File: src/rtl/dataplane_axil_regs.sv
// AXI4-Lite slave register bank: ID, SCRATCH, CTRL, STATUS and WR_COUNT registers
// with independent write (AW/W/B) and read (AR/R) paths.
module dataplane_axil_regs #(
  parameter int          ADDR_W   = 32,
  parameter int          CTRL_W   = 8,
  parameter logic [31:0] ID_VALUE = 32'hD47A_0001
) (
  input  logic              clk,
  input  logic              rst,
  input  logic [ADDR_W-1:0] s_axil_awaddr,
  input  logic              s_axil_awvalid,
  output logic              s_axil_awready,
  input  logic [31:0]       s_axil_wdata,
  input  logic [3:0]        s_axil_wstrb,
  input  logic              s_axil_wvalid,
  output logic              s_axil_wready,
  output logic [1:0]        s_axil_bresp,
  output logic              s_axil_bvalid,
  input  logic              s_axil_bready,
  input  logic [ADDR_W-1:0] s_axil_araddr,
  input  logic              s_axil_arvalid,
  output logic              s_axil_arready,
  output logic [31:0]       s_axil_rdata,
  output logic [1:0]        s_axil_rresp,
  output logic              s_axil_rvalid,
  input  logic              s_axil_rready,
  input  logic [31:0]       status_i,
  output logic [CTRL_W-1:0] ctrl_o
);

  typedef enum logic {W_IDLE, W_RESP} w_state_t;
  typedef enum logic {R_IDLE, R_DATA} r_state_t;

  localparam logic [5:0] IDX_ID       = 6'd0;
  localparam logic [5:0] IDX_SCRATCH  = 6'd1;
  localparam logic [5:0] IDX_CTRL     = 6'd2;
  localparam logic [5:0] IDX_STATUS   = 6'd3;
  localparam logic [5:0] IDX_WR_COUNT = 6'd4;
  localparam logic [1:0] RESP_OKAY    = 2'b00;
  localparam logic [1:0] RESP_SLVERR  = 2'b10;

  w_state_t          w_state_reg, w_state_next;
  r_state_t          r_state_reg, r_state_next;
  logic              aw_held_reg, aw_held_next, w_held_reg, w_held_next;
  logic              awready_reg, awready_next, wready_reg, wready_next;
  logic              bvalid_reg, bvalid_next;
  logic [1:0]        bresp_reg, bresp_next;
  logic              arready_reg, arready_next, rvalid_reg, rvalid_next;
  logic [1:0]        rresp_reg, rresp_next;
  logic [31:0]       rdata_reg, rdata_next;
  logic [5:0]        aw_idx_reg;
  logic [31:0]       wdata_reg;
  logic [3:0]        wstrb_reg;
  logic [31:0]       scratch_reg, wr_count_reg;
  logic [CTRL_W-1:0] ctrl_reg;

  logic              aw_hs, w_hs, ar_hs, do_write, wr_ok, rd_err;
  logic [5:0]        wr_idx;
  logic [31:0]       wr_data, scratch_merged, rd_word, ctrl_ext;
  logic [3:0]        wr_strb;
  logic [CTRL_W-1:0] ctrl_merged;
  logic              unused_addr_bits;

  assign aw_hs    = s_axil_awvalid && awready_reg;
  assign w_hs     = s_axil_wvalid && wready_reg;
  assign ar_hs    = s_axil_arvalid && arready_reg;
  // A channel accepted this cycle is used directly, so the write can execute on the handshake itself
  assign wr_idx   = aw_held_reg ? aw_idx_reg : s_axil_awaddr[7:2];
  assign wr_data  = w_held_reg ? wdata_reg : s_axil_wdata;
  assign wr_strb  = w_held_reg ? wstrb_reg : s_axil_wstrb;
  assign do_write = (w_state_reg == W_IDLE) && (aw_held_reg || aw_hs) && (w_held_reg || w_hs);
  assign wr_ok    = (wr_idx == IDX_SCRATCH) || (wr_idx == IDX_CTRL);
  assign ctrl_ext = 32'(ctrl_reg);
  assign unused_addr_bits = ^{s_axil_awaddr[ADDR_W-1:8], s_axil_awaddr[1:0],
                              s_axil_araddr[ADDR_W-1:8], s_axil_araddr[1:0]};

  genvar gi;
  generate
    for (gi = 0; gi < 4; gi++) begin : g_scratch_byte
      assign scratch_merged[8*gi +: 8] = wr_strb[gi] ? wr_data[8*gi +: 8] : scratch_reg[8*gi +: 8];
    end
    for (gi = 0; gi < CTRL_W; gi++) begin : g_ctrl_bit
      assign ctrl_merged[gi] = wr_strb[gi/8] ? wr_data[gi] : ctrl_reg[gi];
    end
  endgenerate

  always_comb begin
    w_state_next = w_state_reg;
    aw_held_next = aw_held_reg || aw_hs;
    w_held_next  = w_held_reg || w_hs;
    bvalid_next  = bvalid_reg;
    bresp_next   = bresp_reg;
    case (w_state_reg)
      W_IDLE: begin
        if (do_write) begin
          w_state_next = W_RESP;
          aw_held_next = 1'b0;
          w_held_next  = 1'b0;
          bvalid_next  = 1'b1;
          bresp_next   = wr_ok ? RESP_OKAY : RESP_SLVERR;
        end
      end
      W_RESP: begin
        if (s_axil_bready) begin
          w_state_next = W_IDLE;
          bvalid_next  = 1'b0;
        end
      end
      default: w_state_next = W_IDLE;
    endcase
    awready_next = (w_state_next == W_IDLE) && !aw_held_next;
    wready_next  = (w_state_next == W_IDLE) && !w_held_next;
  end

  always_comb begin
    rd_word = 32'd0;
    rd_err  = 1'b0;
    case (s_axil_araddr[7:2])
      IDX_ID:       rd_word = ID_VALUE;
      IDX_SCRATCH:  rd_word = scratch_reg;
      IDX_CTRL:     rd_word = ctrl_ext;
      IDX_STATUS:   rd_word = status_i;
      IDX_WR_COUNT: rd_word = wr_count_reg;
      default:      rd_err  = 1'b1;
    endcase
  end

  always_comb begin
    r_state_next = r_state_reg;
    rvalid_next  = rvalid_reg;
    rdata_next   = rdata_reg;
    rresp_next   = rresp_reg;
    case (r_state_reg)
      R_IDLE: begin
        if (ar_hs) begin
          r_state_next = R_DATA;
          rvalid_next  = 1'b1;
          rdata_next   = rd_word;
          rresp_next   = rd_err ? RESP_SLVERR : RESP_OKAY;
        end
      end
      R_DATA: begin
        if (s_axil_rready) begin
          r_state_next = R_IDLE;
          rvalid_next  = 1'b0;
        end
      end
      default: r_state_next = R_IDLE;
    endcase
    arready_next = (r_state_next == R_IDLE);
  end

  always_ff @(posedge clk) begin
    if (rst) begin
      w_state_reg <= W_IDLE;
      aw_held_reg <= 1'b0;
      w_held_reg  <= 1'b0;
      awready_reg <= 1'b0;
      wready_reg  <= 1'b0;
      bvalid_reg  <= 1'b0;
      bresp_reg   <= 2'b00;
      r_state_reg <= R_IDLE;
      arready_reg <= 1'b0;
      rvalid_reg  <= 1'b0;
      rdata_reg   <= 32'd0;
      rresp_reg   <= 2'b00;
    end else begin
      w_state_reg <= w_state_next;
      aw_held_reg <= aw_held_next;
      w_held_reg  <= w_held_next;
      awready_reg <= awready_next;
      wready_reg  <= wready_next;
      bvalid_reg  <= bvalid_next;
      bresp_reg   <= bresp_next;
      r_state_reg <= r_state_next;
      arready_reg <= arready_next;
      rvalid_reg  <= rvalid_next;
      rdata_reg   <= rdata_next;
      rresp_reg   <= rresp_next;
    end
  end

  always_ff @(posedge clk) begin
    if (rst) begin
      aw_idx_reg   <= 6'd0;
      wdata_reg    <= 32'd0;
      wstrb_reg    <= 4'd0;
      scratch_reg  <= 32'd0;
      ctrl_reg     <= '0;
      wr_count_reg <= 32'd0;
    end else begin
      if (aw_hs) aw_idx_reg <= s_axil_awaddr[7:2];
      if (w_hs) begin
        wdata_reg <= s_axil_wdata;
        wstrb_reg <= s_axil_wstrb;
      end
      if (do_write && wr_ok) begin
        if (wr_idx == IDX_SCRATCH) scratch_reg <= scratch_merged;
        if (wr_idx == IDX_CTRL)    ctrl_reg    <= ctrl_merged;
        wr_count_reg <= wr_count_reg + 32'd1;
      end
    end
  end

  assign s_axil_awready = awready_reg;
  assign s_axil_wready  = wready_reg;
  assign s_axil_bvalid  = bvalid_reg;
  assign s_axil_bresp   = bresp_reg;
  assign s_axil_arready = arready_reg;
  assign s_axil_rvalid  = rvalid_reg;
  assign s_axil_rdata   = rdata_reg;
  assign s_axil_rresp   = rresp_reg;
  assign ctrl_o         = ctrl_reg;

endmodule

File: config.mk
export PLATFORM = sky130hd
export DESIGN_NAME = dataplane_axil_regs
export DESIGN_NICKNAME = d
export VERILOG_FILES = /design/src/rtl/dataplane_axil_regs.sv
export SDC_FILE = /design/constraint.sdc
export NUM_CORES = 1
export LEC_CHECK = 0
export ABC_AREA = 1
export CAP_MARGIN = 20
export CORE_ASPECT_RATIO = 0.7
export CORE_MARGIN = 3
export CORE_UTILIZATION = 40
export CTS_CLUSTER_DIAMETER = 30
export CTS_CLUSTER_SIZE = 20
export DETAILED_ROUTE_END_ITERATION = 7
export GPL_TIMING_DRIVEN = 0
export MAX_ROUTING_LAYER = met4
export PLACE_DENSITY = 0.69
export SETUP_SLACK_MARGIN = 0.3
export SLEW_MARGIN = 0
export SYNTH_ARGS = -nofsm -noshare
export SYNTH_HDL_FRONTEND = slang
export SYNTH_SLANG_ARGS = --single-unit
File: constraint.sdc
create_clock -name clk -period 1.8 [get_ports clk]
set_input_delay 0.27 -clock clk [delete_from_list [all_inputs] [get_ports clk]]
set_output_delay 0.27 -clock clk [all_outputs]
set_load 0.1 [all_outputs]
==> results of run 1 <==
[synth_stat cells (all sizes together)]
cell	number	share of area (%)
nand2	409	20
inv	81	3.9
ha	1	0.16
o21ai	115	7.2
conb	1	0.047
buf	32	2.7
or2	1	0.078
dfxtp	157	39
xnor2	1	0.11
clkbuf	33	1.5
a211oi	1	0.093
nand4	39	3.0
nand3	64	4.3
a22o	1	0.11
xor2	6	0.65
clkinv	1	0.047
nor2	194	9.9
a21oi	106	6.9
o211a	1	0.12
[power by group]
group	internal, uW	switching [uW]
clock	1930	1640
sequential	3600	67.3
combinational	542	948
total	6070	2650
[placed cells by master, fill, tap and decap left out, types with 12 or more instances in the layout]
| cell type | Yosys | layout |
|---|---|---|
| sky130_fd_sc_hd__nor2_2 | 5 | 16 |
| sky130_fd_sc_hd__inv_1 | 76 | 74 |
| sky130_fd_sc_hd__buf_4 | 7 | 49 |
| sky130_fd_sc_hd__nand4_1 | 39 | 39 |
| sky130_fd_sc_hd__buf_2 | 16 | 28 |
| sky130_fd_sc_hd__nor2_4 | 5 | 25 |
| sky130_fd_sc_hd__o21ai_0 | 110 | 86 |
| sky130_fd_sc_hd__a21oi_2 | 3 | 12 |
| sky130_fd_sc_hd__clkbuf_1 | 33 | 22 |
| sky130_fd_sc_hd__clkbuf_16 | 0 | 19 |
| sky130_fd_sc_hd__nand2_2 | 10 | 25 |
| sky130_fd_sc_hd__dfxtp_1 | 157 | 148 |
| sky130_fd_sc_hd__a21oi_1 | 102 | 93 |
| sky130_fd_sc_hd__nand2_4 | 7 | 13 |
| sky130_fd_sc_hd__nand3_1 | 60 | 48 |
| sky130_fd_sc_hd__o21ai_2 | 0 | 18 |
| sky130_fd_sc_hd__nand2_1 | 392 | 367 |
| sky130_fd_sc_hd__buf_6 | 5 | 17 |
| sky130_fd_sc_hd__clkdlybuf4s50_1 | 0 | 81 |
| sky130_fd_sc_hd__nor2_1 | 183 | 153 |
[critical path, stage by stage, from the launching register on]
cell and delay (ps):
sky130_fd_sc_hd__dfxtp_2 360, sky130_fd_sc_hd__buf_6 150, sky130_fd_sc_hd__nand2_1 100, sky130_fd_sc_hd__nand2_4 110, sky130_fd_sc_hd__nand2_8 70, sky130_fd_sc_hd__nor2_4 200, sky130_fd_sc_hd__buf_4 160, sky130_fd_sc_hd__buf_6 130
sky130_fd_sc_hd__nand2_4 70, sky130_fd_sc_hd__buf_6 150, sky130_fd_sc_hd__o21ai_2 120, sky130_fd_sc_hd__a21oi_1 50
[worst min-delay path by stage]
stage,start,endpoint,slack (ps),cells past startpoint
2_1_floorplan,s_axil_rready,s_axil_rvalid,370,1
3_3_place_gp,r_state_reg,s_axil_rvalid,420,1
3_5_place_dp,r_state_reg,s_axil_rvalid,420,1
4_1_cts,s_axil_rready,s_axil_rvalid,410,2
5_1_grt,rst,s_axil_rvalid,250,2
6_report,rst,s_axil_rvalid,240,2
[final cells by class]
class | instances | area, um2
Clock buffer | 18 | 429
Buffer | 65 | 474
Fill cell | 1811 | 7980
Tap cell | 264 | 330
Timing Repair Buffer | 174 | 1630
Multi-Input combinational cell | 942 | 4810
Inverter | 82 | 342
Clock inverter | 14 | 133
Sequential cell | 157 | 3160
[layer usage]
layer	up-vias	global-route usage, %	share of wire [%]
li1	4404	-	-
met1	4279	40.7	47
met2	489	36.0	40
met3	58	5.79	11
met4	0	7.88	2.1
met5	-	-	0
[cell families (layout without fill, tap and decap cells)]
kind of cell               Yosys count  count (layout)  share of synthesized area [%]
buffers and inverters              147             353                           8.14
other                                1               2                         0.0467
DFF                                157             157                           39.1
xor gates and xnor gates             7               7                          0.763
AOI/OAI and AO/OA                  224             224                           14.4
and+or+nand+nor                    707             708                           37.4
adders and majority gates            1               1                          0.156
[metrics by stage]
| stage | total power, uW | hold slack, ps | cells | area (um2) | TNS (ps) |
|---|---|---|---|---|---|
| 6_report | 8730 | 240 | 1716 | 11300 | 0 |
| 5_1_grt | 8960 | 251 | 1716 | 11300 | -40.8 |
| 4_1_cts | 8620 | 410 | 1696 | 10800 | 0 |
| 3_5_place_dp | 4990 | 420 | 1641 | 9750 | -28630 |
| 3_3_place_gp | 4970 | 422 | 1641 | 9750 | -25840 |
| 2_1_floorplan | 4510 | 370 | 1245 | 8100 | 0 |
[timing repair]
item	CTS	global route
cloned	4	3
pin swaps	30	21
setup buffers	19	17
setup endpoints to repair	151	129
resized for setup	404	104
==> run summary, run 1 <==
Number of failing hold endpoints at the final stage -> 0
VDD IR-drop max -> 0.622 mV
Portion of the post-synthesis area used by sequential elements -> 39.1%
Wire length reported by the detailed router -> 30,300 um
Initial Util -> 41.7%
Fraction of layout instances using a drive strength above 1 -> 21.7%
Skew-Pair Late Insertion Delay -> 440 ps
Sinks on Clock Net -> 157
Area growth syn-to-layout -> 40.8%
Hold bufs inserted after CTS -> 0
Worst-case headroom to the max-slew limit -> 43.7%
Startpoint of the worst register-to-register path -> aw_held_reg
Remaining antenna violation count after routing -> 0
Overall die area -> 21,900 um2
Arrival time at the worst endpoint -> 2090 ps
Length in cells of the worst reg-to-reg path -> 11
Outcome -> finished clean
Number of global-route vias before repair -> 8,234
Die Span X -> 175 um
Overall via count from detail_route -> 9,230
Fmax -> 568 MHz
Yosys cell types -> 35
Kind of end point of the critical path -> flop
Maximum number of pins on one net before global-route repair -> 17
Number of inserted diodes -> 0
Worst setup timing slack at the placement stage -> -517 ps
Time the worst path needs with I/O delays and setup -> 1760 ps
Clock Pin Slew Worst Setup and Hold Paths -> 70 ps
Unrepaired setup endpoints after global routing -> yes
Final setup viols -> 0
Number of placement rows -> 42
Core area -> 19,300 um2
Register bit total from synthesis -> 157
Wire length per cell after detailed routing -> 17.7 um
Category of the critical setup timing path -> flop to flop
Vertical die dimension -> 125 um
Total global routing overflow -> 0
Average via count per standard cell -> 5.38
Buffer levels on the longest clock path -> 2
Final weighted congestion in routability-driven placement -> 1.00
Final Cycle Share -> 97.9%
Global-route wire length before repair -> 45,100 um
Worst min-delay path class -> input pin to flop
Critical path destination -> scratch_reg[26]
Number of antenna violations at the first check in global routing -> 0
Transition time at the pin with the least slew margin -> 844 ps
Worst flop-to-flop path endpoint -> scratch_reg[26]
Depth of the CTS H-tree -> 4
Ports placed on the boundary -> 188
Final critical-path setup slack -> 38.3 ps
Start point of the critical path -> aw_held_reg
Total of buffers placed on input and output ports -> 132
Max-cap viol count -> 0
Remaining routing DRC violations -> 0
Power density cells -> 772 nW/um2
Count of routing violations after the opening detailed-route iteration -> 965
Required time of the critical path -> 2130 ps
Fin. max-slew vios -> 0
Number of buffers created by CTS -> 17
Layout Utilization -> 58.6%
Reported leakage power -> 0.00429 uW
TritonCTS clock tree -> yes
Cell area after synthesis -> 8040 um2
Reg-to-reg setup timing slack -> 40 ps
Layout Skew -> 6.17 ps
Count of nets after finishing -> 1,579
Startpoint class of the critical path -> flop
Placed wire-length estimate -> 21,400 um
Total track usage -> 27.1%
Synth Warn # -> 0
DR pass1 iterations -> 5
Critical path peak fanout -> 5
Cells after Synth -> 1,244
Root cell of the clock tree -> sky130_fd_sc_hd__clkbuf_16
Average size of a mapped cell -> 6.46 um2
Note: power is estimated with default switching activity, not from simulation.
==> run 2, diff against run 1 <==
--- a/config.mk
+++ b/config.mk
@@ -16,7 +16,7 @@
 export GPL_TIMING_DRIVEN = 0
 export MAX_ROUTING_LAYER = met4
 export PLACE_DENSITY = 0.69
-export SETUP_SLACK_MARGIN = 0.3
+export SETUP_SLACK_MARGIN = 0.4
 export SLEW_MARGIN = 0
 export SYNTH_ARGS = -nofsm -noshare
 export SYNTH_HDL_FRONTEND = slang
==> run 2 against run 1 <==
Net effect:
- core utilization increased by 0.45 points
- setup slack better by 52 ps
- critical path type unchanged
- flip-flop and latch count is the same
- combinational power is 3% lower
- sequential share of layout area down 0.16 points
- maximum frequency grew 3.0%
- sequential power about the same
- clock-buffer cell count up 1
- first-iteration DRC count rose by 17%
- via count rose by 0.91%
- final area is 0.77% higher
==> run summary, run 2 (same netlist as run 1, synthesis figures left out) <==
Critical path peak fanout -> 7 (+2)
TritonCTS clock tree -> yes
Wire length reported by the detailed router -> 30,100 um (-0.62%)
VDD IR-drop max -> 0.470 mV (-24%)
Remaining antenna violation count after routing -> 0 (unchanged)
Die Span X -> 175 um (unchanged)
Fmax -> 585 MHz (+3.0%)
Unrepaired setup endpoints after global routing -> yes
Area growth syn-to-layout -> 41.9%
Number of placement rows -> 42 (unchanged)
Required time of the critical path -> 2080 ps (-50 ps)
Global-route wire length before repair -> 44,500 um (-1.3%)
Number of global-route vias before repair -> 8,104 (-1.6%)
Number of antenna violations at the first check in global routing -> 0 (unchanged)
Ports placed on the boundary -> 188 (unchanged)
Transition time at the pin with the least slew margin -> 743 ps (-101 ps)
Skew-Pair Late Insertion Delay -> 430 ps (about the same)
Reported leakage power -> 0.00438 uW (+2.2%)
Initial Util -> 41.7% (unchanged)
Outcome -> finished clean
Total of buffers placed on input and output ports -> 132 (unchanged)
Overall via count from detail_route -> 9,314 (+0.91%)
Final Cycle Share -> 95.0% (-2.9 points)
Layout Utilization -> 59.1% (+0.45 points)
Depth of the CTS H-tree -> 4 (unchanged)
Worst min-delay path class -> input pin to flop
Maximum number of pins on one net before global-route repair -> 17 (unchanged)
Most common cell after layout, fill and taps aside -> sky130_fd_sc_hd__nand2_1
Root cell of the clock tree -> sky130_fd_sc_hd__clkbuf_16
Final setup viols -> 0 (unchanged)
Fraction of layout instances using a drive strength above 1 -> 20.9% (-0.81 points)
Placed wire-length estimate -> 21,200 um (-1.1%)
Wire length per cell after detailed routing -> 17.6 um (-0.56%)
Number of inserted diodes -> 0 (unchanged)
Max-cap viol count -> 0 (unchanged)
Sinks on Clock Net -> 157 (unchanged)
Arrival time at the worst endpoint -> 1990 ps (-100 ps)
Fin. max-slew vios -> 0 (unchanged)
Time the worst path needs with I/O delays and setup -> 1710 ps (-52.1 ps)
Power density cells -> 795 nW/um2 (+3.1%)
Number of buffers created by CTS -> 17 (unchanged)
Remaining routing DRC violations -> 0 (unchanged)
Total global routing overflow -> 0 (unchanged)
Kind of end point of the critical path -> flop
Most frequent cells in the layout -> sky130_fd_sc_hd__nand2_1, sky130_fd_sc_hd__nor2_1, sky130_fd_sc_hd__dfxtp_1
Count of routing violations after the opening detailed-route iteration -> 1,128 (+17%)
Worst setup timing slack at the placement stage -> -467 ps (+49.1 ps)
Final weighted congestion in routability-driven placement -> 0.980 (-2.2%)
DR pass1 iterations -> 6 (+1)
Total track usage -> 26.6% (-0.51 points)
Number of filler instances in the final layout -> 1,804 (-0.39%)
Category of the critical setup timing path -> flop to flop
Average via count per standard cell -> 5.43 (+0.97%)
Clock Pin Slew Worst Setup and Hold Paths -> 60 ps (about the same)
Worst-case headroom to the max-slew limit -> 50.4% (+6.7 points)
Core area -> 19,300 um2 (unchanged)
Final critical-path setup slack -> 90.4 ps (+52.1 ps)
Buffer levels on the longest clock path -> 2 (unchanged)
Vertical die dimension -> 125 um (unchanged)
Overall die area -> 21,900 um2 (unchanged)
Number of failing hold endpoints at the final stage -> 0 (unchanged)
Count of nets after finishing -> 1,578 (-0.063%)
Startpoint class of the critical path -> flop
Minimum hold slack -> 257 ps (+16.5 ps)
Layout Skew -> 7.67 ps (+1.50 ps)
## run 2: per-layer routing
| metal | GRT usage (%) | part of all wire [%] | up-vias |
|---|---|---|---|
| li1 | - | - | 4408 |
| met1 | 40.1 | 46 | 4331 |
| met2 | 36.3 | 41 | 524 |
| met3 | 5.67 | 12 | 51 |
| met4 | 5.39 | 1.6 | 0 |
| met5 | - | 0 | - |
## run 2: layout make-up
type | count | area (um2) | share of cell area, %
Clock inverter | 13 | 186 | 1.64
Sequential cell | 157 | 3170 | 27.8
Multi-Input combinational cell | 942 | 4700 | 41.2
Timing Repair Buffer | 173 | 1750 | 15.3
Tap cell | 264 | 330 | 2.90
Buffer | 65 | 480 | 4.22
Inverter | 82 | 333 | 2.92
Clock buffer | 19 | 453 | 3.97
## run 2: where the power goes
group / switching, uW / internal (uW)
combinational: 918 / 530
sequential: 67.7 / 3600
clock: 1540 / 2400
## run 2: final timing paths
| path | slack [ps] | to | depth (start not counted) | startpoint |
|---|---|---|---|---|
| worst min register to register | 430 | s_axil_rvalid | 1 | r_state_reg |
| worst max register to register | 90 | wr_count_reg[25] | 10 | aw_held_reg |
| worst min-delay path | 260 | s_axil_rvalid | 2 | rst |
| worst max-delay path | 90 | wr_count_reg[25] | 10 | aw_held_reg |
## run 2: timing repair
action	4_1_cts	5_1_grt
gates cloned	1	7
setup endpoints to repair	163	137
buffers inserted	17	17
pin swaps	15	33
resized for setup	373	143
hold buffers	0	0
## run 2: per-stage QoR
stage	instance area, um2	power (uW)	cells	setup TNS (ps)
after floorplan	8130	4520	1245	0
after global placement	9780	4980	1641	-27990
after detailed placement	9780	4990	1641	-29210
after CTS	10700	8930	1691	0
after global routing	11400	9350	1715	0
final	11400	9070	1715	0
## run 2: worst max-delay path, cell delays in order (launching register included)
cell and delay [ps]:
sky130_fd_sc_hd__dfxtp_2 360, sky130_fd_sc_hd__buf_6 150, sky130_fd_sc_hd__nand3_2 110, sky130_fd_sc_hd__nand2_4 110, sky130_fd_sc_hd__nand2_8 80, sky130_fd_sc_hd__a21oi_4 210
sky130_fd_sc_hd__buf_12 140, sky130_fd_sc_hd__nand2_8 100, sky130_fd_sc_hd__clkbuf_16 190, sky130_fd_sc_hd__nand2_1 50, sky130_fd_sc_hd__a21oi_1 70
